**src/rtl/memarb_pkg.sv**
```systemverilog
// Shared types for the on-chip memory arbiter: arbiter states, the read-response tag
// and the hold-counter sizing.
package memarb_pkg;

    localparam int HOLD_MAX_LIMIT = 15;
    localparam int HOLD_W         = $clog2(HOLD_MAX_LIMIT + 1);

    typedef enum logic [1:0] {
        IDLE = 2'd0,
        OWN0 = 2'd1,
        OWN1 = 2'd2
    } arb_state_t;

    // Captured at accept, consumed one cycle later to steer the memory output.
    typedef struct packed {
        logic valid;
        logic master;
        logic oob;
    } resp_tag_t;

endpackage

```
**src/rtl/rr_hold_arbiter.sv**
```systemverilog
// Two-way round-robin arbiter with a bounded hold: the owner keeps the memory for up to
// HOLD_MAX consecutive accepts while the other master waits.
module rr_hold_arbiter
    import memarb_pkg::*;
#(
    parameter int HOLD_MAX = 4
) (
    input  logic       clk,
    input  logic       srst,
    input  logic       stall,
    input  logic [1:0] req,
    output logic       accept,
    output logic       grant
);

    localparam logic [HOLD_W-1:0] HOLD_LIM = HOLD_W'(HOLD_MAX);

    arb_state_t        state_reg, state_next;
    logic              last_grant_reg, last_grant_next;
    logic [HOLD_W-1:0] hold_cnt_reg, hold_cnt_next;
    logic              owner;
    logic              owner_req;
    logic              other_req;

    always_ff @(posedge clk) begin
        if (srst) begin
            state_reg      <= IDLE;
            last_grant_reg <= 1'b1;
            hold_cnt_reg   <= '0;
        end else if (!stall) begin
            state_reg      <= state_next;
            last_grant_reg <= last_grant_next;
            hold_cnt_reg   <= hold_cnt_next;
        end
    end

    assign owner     = (state_reg == OWN1);
    assign owner_req = req[owner];
    assign other_req = req[~owner];

    // The next state always names the master accepted this cycle, or IDLE if none.
    always_comb begin
        state_next      = IDLE;
        last_grant_next = last_grant_reg;
        hold_cnt_next   = '0;
        case (state_reg)
            OWN0, OWN1: begin
                if (owner_req && ((hold_cnt_reg < HOLD_LIM) || !other_req)) begin
                    state_next    = state_reg;
                    hold_cnt_next = (hold_cnt_reg < HOLD_LIM) ? hold_cnt_reg + 1'b1 : hold_cnt_reg;
                end else if (other_req) begin
                    state_next      = owner ? OWN0 : OWN1;
                    hold_cnt_next   = HOLD_W'(1);
                    last_grant_next = ~owner;
                end
            end
            default: begin
                if (req[0] && (!req[1] || last_grant_reg)) begin
                    state_next      = OWN0;
                    hold_cnt_next   = HOLD_W'(1);
                    last_grant_next = 1'b0;
                end else if (req[1]) begin
                    state_next      = OWN1;
                    hold_cnt_next   = HOLD_W'(1);
                    last_grant_next = 1'b1;
                end
            end
        endcase
    end

    always_comb begin
        accept = !stall && (state_next != IDLE);
        grant  = (state_next == OWN1);
    end

endmodule

```
**src/rtl/onchip_memory_arbiter.sv**
```systemverilog
// Shares one single-port on-chip memory between two Avalon-MM masters: arbitration,
// request muxing, range checking and routing of the one-cycle read response.
module onchip_memory_arbiter
    import memarb_pkg::*;
#(
    parameter int DEPTH    = 10240,
    parameter int AW       = 14,
    parameter int DW       = 32,
    parameter int HOLD_MAX = 4
) (
    input  logic              clk,
    input  logic              reset,
    input  logic              reset_req,
    input  logic [AW-1:0]     m0_address,
    input  logic              m0_read,
    input  logic              m0_write,
    input  logic [DW-1:0]     m0_writedata,
    input  logic [DW/8-1:0]   m0_byteenable,
    input  logic              m0_debugaccess,
    output logic              m0_waitrequest,
    output logic [DW-1:0]     m0_readdata,
    output logic              m0_readdatavalid,
    input  logic [AW-1:0]     m1_address,
    input  logic              m1_read,
    input  logic              m1_write,
    input  logic [DW-1:0]     m1_writedata,
    input  logic [DW/8-1:0]   m1_byteenable,
    input  logic              m1_debugaccess,
    output logic              m1_waitrequest,
    output logic [DW-1:0]     m1_readdata,
    output logic              m1_readdatavalid,
    output logic [AW-1:0]     mem_address,
    output logic [DW/8-1:0]   mem_byteenable,
    output logic              mem_chipselect,
    output logic              mem_write,
    output logic [DW-1:0]     mem_writedata,
    output logic              mem_debugaccess,
    output logic              mem_clken,
    input  logic [DW-1:0]     mem_readdata,
    output logic              range_err
);

    logic [1:0]      req;
    logic            accept;
    logic            grant;

    logic [AW-1:0]   addr_arr [2];
    logic [DW/8-1:0] be_arr   [2];
    logic [DW-1:0]   wd_arr   [2];
    logic [1:0]      rd_arr;
    logic [1:0]      wr_arr;
    logic [1:0]      dbg_arr;

    logic [AW-1:0]   sel_address;
    logic            sel_read;
    logic            sel_write;
    logic            out_of_range;

    resp_tag_t       tag_reg, tag_next;
    logic            range_err_reg;
    logic [1:0]      rd_valid;
    logic [DW-1:0]   rd_data [2];

    assign addr_arr[0] = m0_address;
    assign addr_arr[1] = m1_address;
    assign be_arr[0]   = m0_byteenable;
    assign be_arr[1]   = m1_byteenable;
    assign wd_arr[0]   = m0_writedata;
    assign wd_arr[1]   = m1_writedata;
    assign rd_arr      = {m1_read, m0_read};
    assign wr_arr      = {m1_write, m0_write};
    assign dbg_arr     = {m1_debugaccess, m0_debugaccess};
    assign req         = rd_arr | wr_arr;

    rr_hold_arbiter #(
        .HOLD_MAX (HOLD_MAX)
    ) u_arbiter (
        .clk    (clk),
        .srst   (reset),
        .stall  (reset_req),
        .req    (req),
        .accept (accept),
        .grant  (grant)
    );

    always_comb begin
        sel_address  = addr_arr[grant];
        sel_read     = rd_arr[grant];
        sel_write    = wr_arr[grant];
        out_of_range = (32'(sel_address) >= 32'(DEPTH));
    end

    // Out-of-range accesses never reach the memory; read+write together counts as a read.
    assign mem_address     = sel_address;
    assign mem_byteenable  = be_arr[grant];
    assign mem_writedata   = wd_arr[grant];
    assign mem_debugaccess = dbg_arr[grant];
    assign mem_chipselect  = accept && !out_of_range;
    assign mem_write       = accept && !out_of_range && sel_write && !sel_read;
    assign mem_clken       = !reset_req;

    assign m0_waitrequest = req[0] && !(accept && !grant);
    assign m1_waitrequest = req[1] && !(accept && grant);

    always_comb begin
        tag_next        = '0;
        tag_next.valid  = accept && sel_read;
        tag_next.master = grant;
        tag_next.oob    = out_of_range;
    end

    always_ff @(posedge clk) begin
        if (reset) begin
            tag_reg       <= '0;
            range_err_reg <= 1'b0;
        end else begin
            tag_reg <= tag_next;
            if (accept && out_of_range) begin
                range_err_reg <= 1'b1;
            end
        end
    end

    assign range_err = range_err_reg;

    // The memory output belongs to whichever master the tag names; others see zero.
    generate
        for (genvar gi = 0; gi < 2; gi++) begin : g_resp
            assign rd_valid[gi] = tag_reg.valid && (tag_reg.master == 1'(gi));
            assign rd_data[gi]  = (rd_valid[gi] && !tag_reg.oob) ? mem_readdata : '0;
        end
    endgenerate

    assign m0_readdatavalid = rd_valid[0];
    assign m1_readdatavalid = rd_valid[1];
    assign m0_readdata      = rd_data[0];
    assign m1_readdata      = rd_data[1];

endmodule

```
**config.mk**
```make
export PLATFORM = sky130hd
export DESIGN_NAME = onchip_memory_arbiter
export DESIGN_NICKNAME = d
export VERILOG_FILES = /design/src/rtl/memarb_pkg.sv /design/src/rtl/rr_hold_arbiter.sv /design/src/rtl/onchip_memory_arbiter.sv
export SDC_FILE = /design/constraint.sdc
export NUM_CORES = 1
export LEC_CHECK = 0
export BUFFER_PORTS_ARGS = -buffer_cell sky130_fd_sc_hd__buf_2
export CORE_AREA = 2 2 103 105
export CTS_BUF_LIST = sky130_fd_sc_hd__clkbuf_8
export DETAILED_ROUTE_END_ITERATION = 8
export DIE_AREA = 0 0 105 107
export MAX_ROUTING_LAYER = met4
export SYNTH_ARGS = -nofsm -noshare
export SYNTH_HDL_FRONTEND = slang
export SYNTH_SLANG_ARGS = --single-unit
```
**constraint.sdc**
```tcl
create_clock -name clk -period 2.9 [get_ports clk]
set_input_delay 0.145 -clock clk [delete_from_list [all_inputs] [get_ports clk]]
set_output_delay 0.145 -clock clk [all_outputs]
set_load 0.02 [all_outputs]
```
==> results.py, run 1 <==
metrics = {
    "logic_synthesis": {
        "synthDistinctLibCells": 39,
        "synth_nets": 365,
        "async_flop_share": 0,
        "synth_top_area_share": 0.325,
        "syn_inst": 221,
        "yosysSeqAreaShare": 0.122,
        "synth_enable_flop_cells": 0,
        "synth_warnings": 0,
        "synth_ff_type": "dfxtp_1",
        "synth_area_leaders": "mux2_2 (33%), and2_1 (23%), dfxtp_1 (12%)",
        "yosys.area.top_type": "mux2_2",
        "yosys_register_bits": 11,
        "synth.avg_cell_area_um2": 8.15,
        "synth_area_um2": 1800,
    },
    "floorplanning": {
        "num_rows": 37,
        "fp.dieArea_um2": 11200,
        "initial_core_util": 0.179,
        "io-pin-count": 264,
        "core_um2": 10100,
        "die_w_um": 105,
        "die_h_um": 107,
    },
    "setup_path": {
        "path_class": "reg2out",
        "r2r_end": "range_err",
        "cp.required_ns": 2.76,
        "critPathMaxFanout": 13,
        "reg2reg_depth": 10,
        "cp.arrival_ns": 2.76,
        "startpoint": "u_arbiter.state_reg[1]",
        "critPathLaunchType": "flop",
        "critical_path.endpoint": "mem_address[10]",
        "timing.rr.start": "u_arbiter.state_reg[1]",
        "end_kind": "output port",
        "r2r_setup_slack_ns": 0.23,
    },
    "final_layout": {
        "nNetsFinal": 639,
        "diodes": 0,
        "syn_to_final_growth_pct": 107,
        "post-route-util": 0.370,
        "largest_reg_flops": 4,
        "nFillCells": 1081,
        "layout-drive-gt1-share": 0.713,
    },
    "timing": {
        "clock_skew_ns": 0.00548,
        "fin_crit_sh": 1.00,
        "max_freq_mhz": 345,
        "rsz0062_at_grt": "yes",
        "setup_viol": 1,
        "maxSlewHeadroom": 0.511,
        "fin_crit_ns": 2.90,
        "drv_slew": 0,
        "finalHoldViolations": 0,
        "worst_pin_slew_ns": 0.726,
        "fin_ws_ns": -0.00163,
    },
    "clock_network": {
        "clock_latency_ns": 0.24,
        "numCtsBuffers": 3,
        "holdBufCountCts": 0,
        "htreeDepth": 1,
        "clk_pin_slew_ns": 0.06,
        "cts_tree": "yes",
        "clk_path_buf_depth": 2,
        "cts_sinks": 11,
        "clockRootBuffer": "clkbuf_8",
    },
    "drt": {
        "vias_per_cell": 4.38,
        "dr_total_vias": 2761,
        "drc_errors": 0,
        "drt_iter0_drc": 222,
        "dr.pass1.iters": 4,
        "wl_per_cell_um": 15.4,
        "antenna_left": 0,
        "drt_wl_total_mm": 9.70,
    },
    "place": {
        "port_buffers": 263,
        "dp_slack_ns": 0.157,
        "globalplace.congestion": 0.877,
        "detailed_place_hpwl_mm": 7.96,
    },
    "grt": {
        "antenna_found_initial": 1,
        "grt_max_degree": 33,
        "overflow": 0,
        "grt_pass1_vias": 2638,
        "grt_usage": 0.153,
        "grt_pass1_wl_mm": 13.4,
    },
    "run": {
        "max-cap-violations": 0,
    },
    "pwr": {
        "p_leak_nw": 2.07,
        "p_per_area_nw_per_um2": 368,
        "vdd.ir_drop.worst_mv": 0.180,
        "total_power_mw": 1.37,
    },
    "min_path": {
        "hp-class": "in2reg",
    },
    "run_status": {
        "status": "finished with violations",
        "violations": "negative setup slack",
    },
}
how the worst min path moves through the flow:
stage              start                        end  slack (ns)  depth (start not counted)
6_report           reset     u_arbiter.state_reg[0]        0.24                          2
5_1_grt            reset  u_arbiter.hold_cnt_reg[1]        0.25                          2
4_1_cts            reset  u_arbiter.hold_cnt_reg[1]        0.24                          2
3_5_place_dp   range_err                  range_err        0.46                          2
3_3_place_gp   range_err                  range_err        0.45                          2
2_1_floorplan      reset                 tag_reg[1]        0.22                          1
synthesized netlist by cell type (2+ instances only):
cell       n
nor3b_1    3
nand2b_1   2
nor2_1    16
a211o_1    3
buf_4      5
or2_2      2
mux2_2    52
o31ai_1    2
ha_1       3
and2_1    66
o21ai_0    6
clkbuf_1   8
mux2_1     2
o21a_1     2
inv_1      4
nor2b_1    3
dfxtp_1   11
nand2_1    2
mux2i_1    2
a21oi_1    4
nor3_1     5
placed cells by master (no fill, tap or decap), types with 5 or more instances in the layout:
cell and count:
mux2_2 39, buf_6 17, nor2_1 15, buf_2 247, and2_1 66, o21ai_0 6, mux2_4 13, dfxtp_1 9
nor3_1 5, buf_4 11
metrics by stage:
step / hold slack, ns / instance area [µm²] / setup TNS (ns) / std cells
after floorplan: 0.217 / 1800 / 0 / 221
after global placement: 0.453 / 3300 / 0 / 613
after detailed placement: 0.460 / 3300 / 0 / 613
after CTS: 0.237 / 3550 / 0 / 629
after global routing: 0.247 / 3730 / -2.34 / 630
final: 0.237 / 3730 / -0.00163 / 630
report_power, final:
part,total [mW],switching [mW],internal [mW]
combinational,1.04,0.509,0.530
sequential,0.176,0.0111,0.165
clock,0.157,0.0640,0.0934
timing repair:
item,4_1_cts,5_1_grt
pin swaps,2,6
endpoints found under the setup margin,51,53
buffers inserted,10,0
cloned,2,1
gates resized for setup,14,49
layer usage:
layer / vias up / GRT usage / share of wire
met1: 1230 / 0.158 / 0.35
met4: 0 / 0.0248 / 0.011
met5: - / - / 0
met2: 190 / 0.308 / 0.56
met3: 12 / 0.0231 / 0.085
li1: 1329 / - / -
cell type report:
class,count,area (µm²),area share
inverter,4,17.5,0.00469
sequential,11,225,0.0603
multi-input combinational,193,1610,0.430
tap,136,170,0.0456
clock inverter,1,3.75,0.00101
timing repair buffer,282,1670,0.447
clock buffer,3,41.3,0.0111
cell families after synthesis:
family | after synthesis | share of synthesized area
and+or+nand+nor | 106 | 0.344
muxes | 56 | 0.349
AOI/OAI and AO/OA | 28 | 0.118
buffers and inverters | 17 | 0.0458
DFF | 11 | 0.122
adders and majority gates | 3 | 0.0208
critical path, cell delays in order, from the launching register on:
cell and delay [ns]:
dfxtp_4 0.39, ha_4 0.16, or3b_4 0.38, o311a_1 0.13, a221o_1 0.41, o22ai_4 0.15
buf_4 0.15, buf_12 0.10, buf_16 0.14, mux2_2 0.34, buf_2 0.16
No activity file was read; power rests on OpenSTA's default activity.
==> run 2: changes to the inputs <==
Settings changed: PLACE_DENSITY_LB_ADDON set to 0.1.
==> run 2 against run 1 <==
The run now ends clean; non-clock buffer count increased by 1; global-route usage decreased by 0.49 points; hold slack improved by 0.0027 ns; combinational power decreased by 8%; highest routed layer unchanged; final cell count increased by 0.16%; fmax increased by 0.90%; sequential power about the same; critical path type unchanged; total power decreased by 5.5%; utilization decreased by 1.1 points; final area decreased by 2.9%; critical path depth increased by 1; clock skew decreased by 0.0050 ns; critical endpoint is now mem_writedata[8].
==> results.py, run 2 (same netlist as run 1, synthesis figures left out) <==
metrics = {
    "run_status": {
        "status": "completed",
    },
    "grt": {
        "grt_max_degree": 33,
        "grt_usage": 0.148,
        "grt_pass1_vias": 2436,
        "grt_pass1_wl_mm": 12.9,
        "antenna_found_initial": 0,
        "overflow": 0,
    },
    "setup_path": {
        "r2r_setup_slack_ns": 0.30,
        "worstPathCellList": "inv_4, ha_4, or3_1, a211o_1, and2_1, o22ai_4, buf_6, buf_12, buf_12, mux2_2, buf_2",
        "reg2reg_depth": 10,
        "end_kind": "output port",
        "r2r_end": "range_err",
        "critPathLaunchType": "flop",
        "critPathMaxFanout": 9,
        "slowest_delay_ns": 0.35,
        "cp.required_ns": 2.76,
        "timing.rr.start": "u_arbiter.state_reg[0]",
        "cp.arrival_ns": 2.73,
        "cp_common_cell": "buf_12",
        "path_class": "reg2out",
        "critPathSlowestCell": "dfxtp_2",
    },
    "clock_network": {
        "numCtsBuffers": 3,
        "clk_pin_slew_ns": 0.05,
        "htreeDepth": 1,
        "clock_latency_ns": 0.25,
        "cts_sinks": 11,
        "clk_path_buf_depth": 2,
        "holdBufCountCts": 0,
        "cts_tree": "yes",
        "clockRootBuffer": "clkbuf_8",
    },
    "floorplanning": {
        "io-pin-count": 264,
        "core_um2": 10100,
        "die_h_um": 107,
        "die_w_um": 105,
        "initial_core_util": 0.179,
        "num_rows": 37,
        "fp.dieArea_um2": 11200,
    },
    "timing": {
        "drv_slew": 0,
        "max_freq_mhz": 348,
        "setup_viol": 0,
        "fin_crit_sh": 0.992,
        "hold_slack_ns": 0.240,
        "fin_ws_ns": 0.0242,
        "worst_pin_slew_ns": 0.794,
        "maxSlewHeadroom": 0.470,
        "clock_skew_ns": 0.000441,
        "tns_ns": 0,
        "finalHoldViolations": 0,
        "fin_crit_ns": 2.88,
        "rsz0062_at_grt": "yes",
    },
    "final_layout": {
        "post-route-cell-area_um2": 3630,
        "diodes": 0,
        "syn_to_final_growth_pct": 101,
        "fin_cells": 631,
        "largest_reg_flops": 4,
        "nNetsFinal": 640,
        "layout-drive-gt1-share": 0.709,
        "mostFrequentLayoutCells": "buf_2 (253), and2_1 (66), mux2_2 (51), nor2_1 (16), buf_4 (14)",
        "final_common_cell": "buf_2",
    },
    "place": {
        "placed_cell_area_um2": 3290,
        "globalplace.congestion": 0.782,
        "dp_slack_ns": 0.146,
        "port_buffers": 263,
        "dpl.cell_count": 614,
        "detailed_place_hpwl_mm": 7.45,
    },
    "drt": {
        "vias_per_cell": 4.16,
        "antenna_left": 0,
        "drc_errors": 0,
        "dr_total_vias": 2626,
        "dr.pass1.iters": 4,
        "drt_iter0_drc": 120,
        "wl_per_cell_um": 14.6,
        "drt_wl_total_mm": 9.18,
    },
    "pwr": {
        "p_per_area_nw_per_um2": 358,
        "p_leak_nw": 2.02,
        "vdd.ir_drop.worst_mv": 0.176,
    },
    "min_path": {
        "whs_path_depth": 2,
        "min_from": "reset",
        "min_to": "tag_reg[0]",
        "hp-class": "in2reg",
    },
    "run": {
        "max-cap-violations": 0,
    },
}
-- run 2: changes by cell type in the layout (fill, tap and decap cells not counted), sizes merged --
cell / change
buf: +1
-- run 2: cell type report --
type | instances | area, µm²
timing repair buffer | 283 | 1620
clock buffer | 3 | 41.3
inverter | 4 | 17.5
fill | 1061 | 6470
clock inverter | 1 | 3.75
sequential | 11 | 225
tap | 136 | 170
multi-input combinational | 193 | 1540
-- run 2: routing by layer --
| metal | wire [µm] | track usage | share of wire |
|---|---|---|---|
| met1 | 3350 | 0.158 | 0.36 |
| met5 | 0 | - | 0 |
| met2 | 4990 | 0.285 | 0.54 |
| met3 | 760 | 0.0280 | 0.083 |
| met4 | 93 | 0.0295 | 0.010 |
-- run 2: repair_timing --
item / in CTS / in global routing
pin swaps: 2 / 3
setup endpoints to repair: 52 / 35
setup buffers: 6 / 4
gates resized for setup: 17 / 23
cloned: 2 / 1
-- run 2: how the worst max path moves through the flow --
stage	start	to	slack (ns)	depth (start not counted)
2_1_floorplan	u_arbiter.state_reg[0]	mem_write	0.27	8
3_3_place_gp	u_arbiter.state_reg[0]	mem_writedata[9]	0.19	9
3_5_place_dp	u_arbiter.state_reg[0]	mem_writedata[28]	0.15	9
4_1_cts	u_arbiter.state_reg[0]	mem_writedata[11]	0.002	10
5_1_grt	u_arbiter.state_reg[0]	mem_writedata[8]	-0.06	11
6_report	u_arbiter.state_reg[0]	mem_writedata[8]	0.02	11
-- run 2: power by group --
part	internal, mW	switching (mW)	leakage, nW
Combinational	0.481	0.479	1.90
Sequential	0.165	0.0104	0.0913
Clock	0.0938	0.0682	0.0269
Total	0.740	0.557	2.02
-- run 2: worst max-delay path, delay by kind of cell, from the launching register on --
family                   cells  cell delay [ns]
flip-flops                   1             0.35
multiplexers                 1             0.33
AO/OA/AOI/OAI                2             0.48
adder cells (fa/ha/maj)      1             0.16
buffers and inverters        5             0.60
AND/OR/NAND/NOR              2             0.55
-- run 2: through the flow --
step / total power [mW] / utilization
floorplan: 0.697 / -
global placement: 0.988 / 0.326
detailed placement: 0.986 / 0.326
CTS: 1.24 / 0.346
global route: 1.37 / 0.359
finish: 1.30 / 0.359
==> run 3: changes to the inputs <==
Settings changed: CELL_PAD_IN_SITES_DETAIL_PLACEMENT set to 1, CELL_PAD_IN_SITES_GLOBAL_PLACEMENT set to 1, CORE_AREA 2 2 103 105 to 2 2 104 106, DIE_AREA 0 0 105 107 to 0 0 106 108.
==> run 3 against run 2 <==
Sequential share of layout area increased by 0.11 points; clock skew increased by 0.0038 ns; die area rose by 1.9%; combinational power is 2.9% lower; register-to-register slack about the same; hold slack worse by 0.0049 ns; critical endpoint is now mem_byteenable[1]; largest power group unchanged; highest routed layer unchanged.
==> results.py, run 3 (same netlist as run 1, synthesis figures left out) <==
metrics = {
    "run_status": {
        "status": "completed",
    },
    "place": {
        "detailed_place_hpwl_mm": 8.63,
        "globalplace.congestion": 0.775,
        "placed_cell_area_um2": 3290,
        "port_buffers": 263,
        "dpl.cell_count": 615,
        "dp_slack_ns": 0.102,
    },
    "setup_path": {
        "critPathSlowestCell": "a221o_1",
        "critPathTopFamily": "compound AO/OA/AOI/OAI gates",
        "cp.depth": 10,
        "crit_buf_inv": 4,
        "reg2reg_depth": 10,
        "timing.rr.start": "u_arbiter.state_reg[0]",
        "cp.arrival_ns": 2.70,
        "cp.required_ns": 2.76,
        "worstPathCellList": "inv_4, ha_4, or3b_4, o311a_1, a221o_1, o22ai_4, buf_12, buf_12, mux2_2, buf_2",
        "slowest_delay_ns": 0.42,
        "end_kind": "output port",
        "path_class": "reg2out",
        "critPathMaxFanout": 15,
        "cp_common_cell": "buf_12",
        "startpoint": "u_arbiter.state_reg[0]",
        "critPathLaunchType": "flop",
    },
    "final_layout": {
        "diodes": 0,
        "multi_input_area_um2": 1560,
        "largest_reg_flops": 4,
        "mostFrequentLayoutCells": "buf_2 (257), and2_1 (66), mux2_2 (48), nor2_1 (16), buf_4 (14)",
        "final_common_cell": "buf_2",
        "fin_cells": 628,
        "syn_to_final_growth_pct": 97.8,
        "nFillCells": 1328,
        "post-route-cell-area_um2": 3560,
        "layout-drive-gt1-share": 0.709,
        "seqCellArea_um2": 225,
        "nNetsFinal": 637,
    },
    "timing": {
        "fin_ws_ns": 0.0597,
        "rsz0062_at_grt": "yes",
        "max_freq_mhz": 352,
        "finalHoldViolations": 0,
        "clock_skew_ns": 0.00429,
        "fin_crit_sh": 0.979,
        "hold_slack_ns": 0.235,
        "maxSlewHeadroom": 0.418,
        "drv_slew": 0,
        "worst_pin_slew_ns": 0.873,
        "fin_crit_ns": 2.84,
        "setup_viol": 0,
    },
    "drt": {
        "drt_iter0_drc": 123,
        "drc_errors": 0,
        "drt_wl_total_mm": 9.99,
        "wl_per_cell_um": 15.9,
        "antenna_left": 0,
        "vias_per_cell": 4.28,
        "dr.pass1.iters": 4,
        "dr_total_vias": 2688,
    },
    "clock_network": {
        "clock_latency_ns": 0.25,
        "cts_sinks": 11,
        "clockRootBuffer": "clkbuf_8",
        "numCtsBuffers": 3,
        "cts_tree": "yes",
        "clk_pin_slew_ns": 0.06,
        "clk_path_buf_depth": 2,
        "holdBufCountCts": 0,
        "htreeDepth": 1,
    },
    "floorplanning": {
        "die_w_um": 106,
        "io-pin-count": 264,
        "num_rows": 37,
        "die_h_um": 108,
        "initial_core_util": 0.176,
        "fp.dieArea_um2": 11400,
        "core_um2": 10200,
    },
    "pwr": {
        "intPower_mw": 0.715,
        "total_power_mw": 1.27,
        "power.share.clock": 0.127,
        "vdd.ir_drop.worst_mv": 0.138,
        "p_sw_frac": 0.436,
        "seqPwrFrac": 0.139,
        "p_leak_nw": 1.99,
        "switchingPower_mw": 0.553,
        "p_per_area_nw_per_um2": 356,
        "combPwrFrac": 0.734,
    },
    "min_path": {
        "hp-class": "in2reg",
        "whs_path_depth": 2,
        "min_from": "reset",
    },
    "grt": {
        "antenna_found_initial": 0,
        "grt_pass1_wl_mm": 13.9,
        "grt_max_degree": 33,
        "grt_pass1_vias": 2646,
        "overflow": 0,
        "grt_usage": 0.160,
    },
    "run": {
        "max-cap-violations": 0,
    },
}
## run 3: cell count changes in the layout (fill, tap and decap cells not counted), sizes merged
cell | previous run | this run
buf | 282 | 279
## run 3: layout make-up
class	count	area share
Sequential cell	11	0.0632
Inverter	4	0.00492
Tap cell	136	0.0478
Multi-Input combinational cell	193	0.438
Timing Repair Buffer	280	0.434
Clock buffer	3	0.0116
Clock inverter	1	0.00105
## run 3: per-layer routing
layer | GRT usage | up-vias | routed length [µm]
met4 | 0.0385 | 0 | 109
met3 | 0.0356 | 6 | 819
met1 | 0.157 | 1225 | 3600
met5 | - | - | 0
met2 | 0.317 | 144 | 5470
li1 | - | 1313 | -
## run 3: timing repair
action,in CTS,in global routing
endpoints found under the setup margin,50,53
resized for setup,15,22
pin swaps,3,4
buffers inserted,6,2
gates cloned,0,1
## run 3: path summary, 6_finish.rpt
path	endpoint	slack, ns
worst max-delay path	mem_byteenable[1]	0.06
worst min-delay path	u_arbiter.hold_cnt_reg[1]	0.24
worst min register to register	range_err	0.47
worst max register to register	range_err	0.31
## run 3: per-stage QoR
stage / util / setup TNS, ns
global placement: 0.321 / 0
detailed placement: 0.321 / 0
global route: 0.348 / -0.174
finish: 0.348 / 0
floorplan: - / 0
CTS: 0.336 / 0
## run 3: power groups by stage
stage	logic, mW	registers, mW	clock network (mW)
6_report	0.931	0.176	0.162
3_3_place_gp	0.816	0.176	0
2_1_floorplan	0.520	0.176	0
5_1_grt	0.992	0.178	0.177
3_5_place_dp	0.822	0.177	0
4_1_cts	0.885	0.174	0.169
